### src/rtl/hiscore_upload_reader.sv
`default_nettype none
// ============================================================================
// hiscore_upload_reader
//   Serves HPS upload byte requests by mapping a linear byte address onto a
//   table of RAM regions and reading game RAM through a shared, granted port.
// Revision: 1.0
// ============================================================================
module hiscore_upload_reader #(
    parameter int RAM_AW   = 12,
    parameter int NREG     = 4,
    parameter int UP_INDEX = 3,
    parameter int LEN_W    = 10
) (
    input  logic                            clk,
    input  logic                            reset_n,
    input  logic                            cfg_wr,
    input  logic [$clog2(NREG)-1:0]         cfg_idx,
    input  logic [RAM_AW-1:0]               cfg_start,
    input  logic [LEN_W-1:0]                cfg_len,
    input  logic                            ioctl_upload,
    input  logic [7:0]                      ioctl_index,
    input  logic                            ioctl_rd,
    input  logic [24:0]                     ioctl_addr,
    output logic [7:0]                      ioctl_din,
    output logic                            ioctl_wait,
    output logic                            ram_req,
    output logic [RAM_AW-1:0]               ram_addr,
    input  logic                            ram_gnt,
    input  logic [7:0]                      ram_rdata,
    output logic [LEN_W+$clog2(NREG)-1:0]   total_len,
    output logic                            busy
);

    localparam int c_IW = $clog2(NREG);
    localparam int c_TW = LEN_W + c_IW;
    localparam int c_SW = (RAM_AW > c_TW) ? RAM_AW : c_TW;

    localparam logic [2:0] S_IDLE = 3'd0;
    localparam logic [2:0] S_MAP  = 3'd1;
    localparam logic [2:0] S_REQ  = 3'd2;
    localparam logic [2:0] S_DATA = 3'd3;
    localparam logic [2:0] S_DONE = 3'd4;

    logic [2:0]        r_state;
    logic [2:0]        w_next;

    logic [RAM_AW-1:0] r_start [NREG];
    logic [LEN_W-1:0]  r_len   [NREG];
    logic [c_TW-1:0]   r_total;
    logic [c_TW-1:0]   r_addr;
    logic              r_oor;
    logic [c_IW-1:0]   r_idx;
    logic [c_TW-1:0]   r_off;
    logic [7:0]        r_din;
    logic [RAM_AW-1:0] r_ram_addr;

    logic              w_accept;
    logic              w_hit;
    logic              w_last;
    logic [c_TW:0]     w_end;
    logic [c_TW-1:0]   w_rel;
    logic [c_SW-1:0]   w_sum;
    logic [c_TW-1:0]   w_len_sum;

    assign w_accept = ioctl_upload && (ioctl_index == 8'(UP_INDEX)) && ioctl_rd
                      && (r_state == S_IDLE);
    // Region i covers linear bytes [off, off+len); one extra bit keeps the end exact.
    assign w_end    = (c_TW+1)'(r_off) + (c_TW+1)'(r_len[r_idx]);
    assign w_hit    = ({1'b0, r_addr} < w_end);
    assign w_last   = (r_idx == c_IW'(NREG - 1));
    assign w_rel    = r_addr - r_off;
    assign w_sum    = c_SW'(r_start[r_idx]) + c_SW'(w_rel);

    always_comb begin
        w_len_sum = '0;
        for (int i = 0; i < NREG; i++) begin
            w_len_sum = w_len_sum + c_TW'(r_len[i]);
        end
    end

    // State register
    always_ff @(posedge clk) begin
        if (!reset_n) begin
            r_state <= S_IDLE;
        end else begin
            r_state <= w_next;
        end
    end

    // Next-state logic
    always_comb begin
        w_next = r_state;
        case (r_state)
            S_IDLE: if (w_accept) w_next = S_MAP;
            S_MAP: begin
                if (!ioctl_upload)      w_next = S_IDLE;
                else if (r_oor)         w_next = S_DONE;
                else if (w_hit)         w_next = S_REQ;
                else if (w_last)        w_next = S_DONE;
                else                    w_next = S_MAP;
            end
            S_REQ: begin
                if (!ioctl_upload)      w_next = S_IDLE;
                else if (ram_gnt)       w_next = S_DATA;
                else                    w_next = S_REQ;
            end
            S_DATA:  w_next = S_DONE;
            S_DONE:  w_next = S_IDLE;
            default: w_next = S_IDLE;
        endcase
    end

    // Output logic
    always_comb begin
        busy       = (r_state != S_IDLE);
        ioctl_wait = (r_state != S_IDLE);
        ram_req    = (r_state == S_REQ);
    end

    // Datapath: region table, address walk and returned byte
    always_ff @(posedge clk) begin
        if (!reset_n) begin
            for (int i = 0; i < NREG; i++) begin
                r_start[i] <= '0;
                r_len[i]   <= '0;
            end
            r_total    <= '0;
            r_addr     <= '0;
            r_oor      <= 1'b0;
            r_idx      <= '0;
            r_off      <= '0;
            r_din      <= 8'hFF;
            r_ram_addr <= '0;
        end else begin
            r_total <= w_len_sum;
            if (cfg_wr && (r_state == S_IDLE)) begin
                r_start[cfg_idx] <= cfg_start;
                r_len[cfg_idx]   <= cfg_len;
            end
            case (r_state)
                S_IDLE: begin
                    if (w_accept) begin
                        r_addr <= ioctl_addr[c_TW-1:0];
                        r_oor  <= |ioctl_addr[24:c_TW];
                        r_idx  <= '0;
                        r_off  <= '0;
                    end
                end
                S_MAP: begin
                    if (ioctl_upload) begin
                        if (!r_oor && w_hit) begin
                            r_ram_addr <= w_sum[RAM_AW-1:0];
                        end else if (r_oor || w_last) begin
                            r_din <= 8'hFF;
                        end else begin
                            r_off <= r_off + c_TW'(r_len[r_idx]);
                            r_idx <= r_idx + c_IW'(1);
                        end
                    end
                end
                S_DATA:  r_din <= ram_rdata;
                default: ;
            endcase
        end
    end

    assign ioctl_din = r_din;
    assign ram_addr  = r_ram_addr;
    assign total_len = r_total;

endmodule
`default_nettype wire

### config.mk
export PLATFORM = sky130hd
export DESIGN_NAME = hiscore_upload_reader
export DESIGN_NICKNAME = d
export VERILOG_FILES = /design/src/rtl/hiscore_upload_reader.sv
export SDC_FILE = /design/constraint.sdc
export NUM_CORES = 1
export LEC_CHECK = 0
export CORE_MARGIN = 4
export CORE_UTILIZATION = 41
export CTS_BUF_LIST = sky130_fd_sc_hd__clkbuf_8
export CTS_CLUSTER_SIZE = 8
export DETAILED_ROUTE_END_ITERATION = 8
export GPL_TIMING_DRIVEN = 0
export SETUP_SLACK_MARGIN = 0.2
export SLEW_MARGIN = 20
export SYNTH_ARGS = -nofsm -noshare
export SYNTH_HDL_FRONTEND = slang
export SYNTH_SLANG_ARGS = --single-unit
### constraint.sdc
create_clock -name clk -period 6.85 [get_ports clk]
set_input_delay 1.37 -clock clk [delete_from_list [all_inputs] [get_ports clk]]
set_output_delay 1.37 -clock clk [all_outputs]
set_load 0.005 [all_outputs]
==> results of run 1 <==
## worst max path at each step
stage / endpoint / slack, ns / cells after the start
2_1_floorplan: flip-flop / 2.14 / 16
3_3_place_gp: flip-flop / 1.01 / 15
6_report: r_idx[1] / 1.03 / 15
5_1_grt: ram_addr[8] / 0.59 / 15
4_1_cts: r_idx[1] / 0.96 / 15
3_5_place_dp: r_idx[1] / 1.01 / 15
## through the flow
stage | instances | hold slack [ns] | total power, W
after floorplan | 759 | 0.454 | 0.00122
after global placement | 1133 | 0.459 | 0.00136
after detailed placement | 1135 | 0.466 | 0.00137
after CTS | 1167 | 0.478 | 0.00212
after global routing | 1167 | 0.497 | 0.00220
final | 1167 | 0.474 | 0.00211
## power groups by stage
stage | Clock (W) | Combinational [W] | Sequential (W)
after floorplan | 0 | 0.000167 | 0.00105
after global placement | 0 | 0.000311 | 0.00105
after detailed placement | 0 | 0.000318 | 0.00105
after CTS | 0.000776 | 0.000320 | 0.00103
after global routing | 0.000811 | 0.000354 | 0.00103
final | 0.000763 | 0.000315 | 0.00103
## flip-flops by register name (all words and copies together), names as in the netlist, 2 cells and up, named ones only
| register | cells |
|---|---|
| r_start | 48 |
| r_len | 40 |
| r_addr | 12 |
| r_off | 12 |
| ram_addr | 12 |
| total_len | 12 |
| ioctl_din | 8 |
| r_state | 3 |
| r_idx | 2 |
## critical path: cells and delay by family (launching register included)
family                   cells  cell delay [ns]
AO/OA/AOI/OAI                7             2.41
multiplexers                 3             1.25
buffers and inverters        2             0.97
adder cells (fa/ha/maj)      2             0.58
flip-flops                   1             0.43
AND/OR/NAND/NOR              1             0.09
## logic make-up (layout without fill, tap and decap cells)
kind of cell | Yosys count | after routing | share of synthesized area
AOI/OAI and AO/OA | 138 | 138 | 0.102
xor gates and xnor gates | 20 | 20 | 0.0204
adders and majority gates | 77 | 77 | 0.140
buffers and inverters | 83 | 221 | 0.0380
DFF | 152 | 152 | 0.458
muxes | 46 | 46 | 0.0860
and+or+nand+nor | 243 | 243 | 0.156
## placed cells by master, fill, tap and decap left out, types with 7 or more instances in the layout
master | synthesis | layout
a21o_1 | 8 | 8
nand2_1 | 29 | 29
o21ai_0 | 44 | 42
clkdlybuf4s50_1 | 0 | 104
xnor2_1 | 12 | 12
and2_1 | 92 | 92
nor3_1 | 23 | 23
o22ai_1 | 9 | 9
clkbuf_1 | 20 | 20
fa_1 | 32 | 32
ha_1 | 45 | 45
nand2b_1 | 15 | 13
a21oi_1 | 35 | 35
nor2_1 | 37 | 37
dfxtp_1 | 64 | 64
inv_1 | 53 | 56
mux2i_1 | 23 | 23
a211oi_1 | 7 | 7
nand3_1 | 15 | 15
clkbuf_8 | 0 | 18
edfxtp_1 | 88 | 88
xor2_1 | 8 | 8
mux4_2 | 22 | 22
## routing by layer
metal,share of wire,vias to the layer above,global-route usage
met4,0.033,0,0.0832
li1,-,2979,-
met2,0.48,135,0.318
met1,0.43,2880,0.229
met3,0.052,37,0.0454
met5,0,-,0
## cell type report
| cell class | instances | share of cell area |
|---|---|---|
| plain buffers | 29 | 0.0117 |
| repair buffers | 106 | 0.105 |
| clock buffers | 18 | 0.0237 |
| flip-flops and latches | 152 | 0.375 |
| clock inverters | 14 | 0.0173 |
| well taps | 270 | 0.0323 |
| inverters | 54 | 0.0194 |
| multi-input cells | 524 | 0.416 |
==> impl_metrics.csv, run 1 <==
group,metric,value,unit
logic_synthesis,syn_area,0.00857,sq mm
flow_run,max-cap-violations,0,
grt,grt_overflow,0,
sta,grt_setup_unrepaired,"no",
min_path,holdPathEnd,"ram_addr[7]",
logic_synthesis,ys_seq_area_frac,0.458,
clock_tree,cts_buffer_depth,2,
critical_path,worstPathRequired,7.23,ns
logic_synthesis,synth-edff-count,88,
floorplan,io_pins,106,
drt,wl,21.3,mm
clock_tree,h-tree-depth,4,
min_path,min_from,"ram_addr[7]",
logic_synthesis,synth_top_area_share,0.308,
drt,dr_total_vias,6031,
clock_tree,path_clk_slew,0.08,ns
floorplan,die_w,153,um
critical_path,reg2reg_slack,1.03,ns
critical_path,end_kind,"flip-flop",
drt,wl_per_cell,18.3,um
power_and_ir_drop,power_frac_clock,0.362,
logic_synthesis,synth_nets,907,
sta,setup_tns,0,ns
run_status,outcome,"finished clean",
drt,drt_pass1_iterations,5,
placement,port_buffers,104,
logic_synthesis,synth_flop_cell,"edfxtp_1",
drt,drt_iter0_markers,278,
finish,multi_input_area,0.00435,sq mm
grt,grt_max_degree,23,
placement,dp_hpwl,16.0,mm
logic_synthesis,synth.most_common_cell,"and2_1",
clock_tree,clk_latency,0.46,ns
power_and_ir_drop,p_sw,0.000530,W
finish,antenna_cells,0,
power_and_ir_drop,internal-power,0.00158,W
clock_tree,numClockSinks,152,
placement,pre_cts_slack,1.01,ns
power_and_ir_drop,leakage,4.12,nW
finish,finalNetCount,1032,
logic_synthesis,syn_area_per_cell,11.3,sq um
finish,design_area,0.0105,sq mm
logic_synthesis,synth_cell_types,61,
power_and_ir_drop,seq_power_share,0.488,
sta,period_share,0.850,
sta,final-hold-violation-count,0,
critical_path,rr_endpoint,"r_idx[1]",
sta,worst-slew-pin-transition,1.06,ns
min_path,hold_depth,2,
critical_path,path_class,"flip-flop to flip-flop",
logic_synthesis,yosys_warnings,0,
sta,setup_viol,0,
sta,skew,0.00910,ns
sta,timing.final.ws_setup,1.03,ns
clock_tree,cts_tree,"done",
critical_path,cp_slowest_cell,"a2111oi_0",
grt,grt_pass1_wl,34.2,mm
grt,grt_pass1_vias,6338,
sta,drv_slew,0,
clock_tree,hold_buffers,0,
power_and_ir_drop,powerDensity,201,mW/mm^2
clock_tree,cts_inserted_buffers,17,
sta,timing.fmax,0.172,GHz
power_and_ir_drop,p_comb_frac,0.150,
sta,min_period,5.82,ns
clock_tree,clockRootBuffer,"clkbuf_8",
floorplan,start_util,0.420,
placement,place_area,0.0100,sq mm
logic_synthesis,yosys.area.top_type,"edfxtp_1",
min_path,hp-class,"flip-flop to flip-flop",
clock_tree,cts_resized,0,
logic_synthesis,synth-seq-cells,152,
floorplan,dieArea,0.0233,sq mm
drt,avgViaCountPerCell,5.17,
drt,ant_nets,0,
logic_synthesis,synthTopCellsByArea,"edfxtp_1 31%, dfxtp_1 15%, fa_1 7.5%, and2_1 6.7%, ha_1 6.6%",
critical_path,crit_chain,"buf_1, mux4_2, ha_1, o21a_1, o21ai_0, mux2_2, a2111oi_0, ha_1, nand3_1, a211oi_1, a21oi_1, a22o_4, o31ai_4, buf_6, mux2i_1",
placement,gp_congestion,0.839,
drt,drc_errors,0,
critical_path,path_max_fanout,10,
logic_synthesis,postSynthCellCount,759,
critical_path,start_kind,"flip-flop",
finish,final_util,0.512,
critical_path,rr_worst_depth,15,
clock_tree,post-cts-setup-buffers,0,
finish,seqCellArea,0.00392,sq mm
critical_path,path_common_cell,"ha_1",
power_and_ir_drop,swShare,0.252,
logic_synthesis,synth_commonest_cells,"92 x and2_1, 88 x edfxtp_1, 64 x dfxtp_1",
critical_path,arrival,6.20,ns
sta,relSlewSlack,0.276,
floorplan,coreArea,0.0204,sq mm
logic_synthesis,async_flop_share,0,
floorplan,die_h,153,um
grt,antenna_found_initial,0,
floorplan,rows,52,
finish,drive_above_1_share,0.0769,
finish,fillers,1892,
critical_path,slowest_delay,0.92,ns
grt,grt_usage,0.188,
power_and_ir_drop,peakVddDrop,113,uV
finish,syn_to_final_growth,22.1,%
(Power assumes the default switching activity.)
==> inputs of run 2 (changes only) <==
- SETUP_SLACK_MARGIN: 0.2 -> unset
==> results of run 2 <==
The final DEF is identical to that of run 1; final timing and power are the same.
==> inputs of run 3 (changes only) <==
- CORE_UTILIZATION: 41 -> 63
- PLACE_DENSITY: unset -> 0.89
- TNS_END_PERCENT: unset -> 10
==> run 3 against run 2 <==
- cell area is 2.1% lower
- critical path depth unchanged
- clock skew rose by 0.0032 ns
==> impl_metrics.csv, run 3 (synthesis gave the netlist of run 1 again) <==
group,metric,value,unit
finish,largest_register_ffs,48,
critical_path,path_delay_family,"compound AO/OA/AOI/OAI gates",
grt,grt_overflow,0,
drt,drc_errors,0,
sta,skew,0.0123,ns
grt,grt_max_degree,23,
critical_path,rr_endpoint,"r_idx[1]",
placement,port_buffers,104,
sta,whs,0.481,ns
sta,setup_tns,0,ns
clock_tree,path_clk_slew,0.08,ns
clock_tree,cts_tree,"done",
sta,grt_setup_unrepaired,"no",
finish,final_cell_mix,"104 x clkdlybuf4s50_1, 92 x and2_1, 88 x edfxtp_1",
finish,antenna_cells,0,
critical_path,end_kind,"flip-flop",
drt,drt_pass1_iterations,6,
critical_path,cp_slowest_cell,"a2111oi_0",
grt,antenna_found_initial,0,
placement,gp_congestion,0.951,
clock_tree,clockRootBuffer,"clkbuf_8",
sta,relSlewSlack,0.403,
drt,drt_iter0_markers,661,
power_and_ir_drop,peakVddDrop,126,uV
floorplan,die_w,125,um
drt,wl_per_cell,20.4,um
run_status,outcome,"finished clean",
critical_path,slowest_delay,0.78,ns
critical_path,crit_chain,"buf_1, mux4_2, ha_1, o21a_1, o21ai_0, mux2_2, a2111oi_0, ha_1, nand3_1, a211oi_1, a21oi_1, a22o_4, o31ai_4, buf_6, mux2i_1",
power_and_ir_drop,powerDensity,191,mW/mm^2
critical_path,path_common_cell,"ha_1",
clock_tree,hold_buffers,0,
min_path,hp-class,"flip-flop to flip-flop",
sta,setup_viol,0,
floorplan,start_util,0.645,
critical_path,crit_path_end,"r_idx[1]",
critical_path,rr_worst_depth,15,
placement,dp_hpwl,16.4,mm
clock_tree,cts_resized,0,
grt,grt_pass1_wl,35.3,mm
clock_tree,h-tree-depth,4,
grt,grt_usage,0.291,
finish,top_register,"r_start",
sta,period_share,0.857,
drt,wl,21.9,mm
clock_tree,numClockSinks,152,
sta,drv_slew,0,
drt,dr_total_vias,6530,
floorplan,io_pins,106,
sta,timing.fmax,0.170,GHz
finish,drive_above_1_share,0.0736,
grt,grt_pass1_vias,6832,
floorplan,die_h,125,um
clock_tree,post-cts-setup-buffers,0,
drt,avgViaCountPerCell,6.09,
clock_tree,clk_latency,0.46,ns
flow_run,max-cap-violations,0,
floorplan,dieArea,0.0155,sq mm
critical_path,start_kind,"flip-flop",
clock_tree,cts_inserted_buffers,17,
sta,final-hold-violation-count,0,
critical_path,path_class,"flip-flop to flip-flop",
floorplan,rows,42,
sta,worst-slew-pin-transition,0.872,ns
floorplan,coreArea,0.0133,sq mm
power_and_ir_drop,leakage,4.06,nW
finish,top_regs,"r_start: 48 flops, r_len: 40 flops",
finish,final_common_cell,"clkdlybuf4s50_1",
finish,fillers,860,
finish,syn_to_final_growth,19.5,%
critical_path,cp_num_cells,15,
critical_path,crit_buf_inv,2,
critical_path,worstPathRequired,7.21,ns
drt,ant_nets,0,
critical_path,path_max_fanout,10,
critical_path,reg2reg_slack,0.98,ns
sta,min_period,5.87,ns
clock_tree,cts_buffer_depth,2,
finish,finalNetCount,1032,
critical_path,arrival,6.23,ns
## run 3: changes by cell type in the layout (fill, tap and decap cells not counted), sizes merged
cell and delta:
inv +1, clkinv +1, clkbuf -1, bufinv -4, clkinvlp +3
## run 3: final cells by class
type,instances,area (sq um),share of cell area
tap,176,220,0.0215
timing repair buffer,106,1100,0.107
clock buffer,17,234,0.0229
buffer,29,123,0.0120
inverter,54,203,0.0198
clock inverter,15,90.1,0.00880
multi-input combinational,524,4350,0.425
sequential,152,3920,0.383
## run 3: how the worst min path moves through the flow
stage | slack [ns] | to | cells after the start | start
after global routing | 0.50 | ram_addr[5] | 2 | ram_addr[5]
final | 0.48 | ram_addr[5] | 2 | ram_addr[5]
after floorplan | 0.45 | flip-flop | 2 | r_idx[1]
after global placement | 0.46 | ram_addr[10] | 2 | ram_addr[10]
after CTS | 0.48 | ram_addr[10] | 2 | ram_addr[10]
after detailed placement | 0.46 | ram_addr[10] | 2 | ram_addr[10]
## run 3: stage by stage
stage / instance area (sq um) / instances / total power (W) / utilization / setup slack [ns]
2_1_floorplan: 8570 / 759 / 0.00122 / - / 2.14
6_report: 10200 / 1073 / 0.00195 / 0.770 / 0.980
5_1_grt: 10200 / 1073 / 0.00202 / 0.770 / 0.571
4_1_cts: 10200 / 1073 / 0.00195 / 0.770 / 0.938
3_3_place_gp: 9830 / 1039 / 0.00135 / 0.740 / 1.15
3_5_place_dp: 9910 / 1041 / 0.00137 / 0.746 / 1.00
## run 3: where the power goes
| part | switching, W | total (W) | leakage (nW) | internal (W) |
|---|---|---|---|---|
| logic | 0.000165 | 0.000329 | 2.42 | 0.000164 |
| clock network | 0.000348 | 0.000592 | 0.172 | 0.000243 |
| registers | 0.0000205 | 0.00103 | 1.47 | 0.00101 |
## run 3: layer usage
layer / GRT usage / part of all wire / vias up
met4: 0.142 / 0.047 / 0
met3: 0.0686 / 0.074 / 76
li1: - / - / 2980
met1: 0.340 / 0.37 / 3161
met2: 0.504 / 0.51 / 313
met5: 0 / 0 / -
## run 3: worst reg2reg max path, delay by kind of cell, from the launching register on
family          cells  cell delay, ns
compound gates      7            2.37
mux                 3            1.31
simple gates        1            0.13
flops               1            0.45
fa+ha+maj           2            0.57
buf+inv             2            0.94
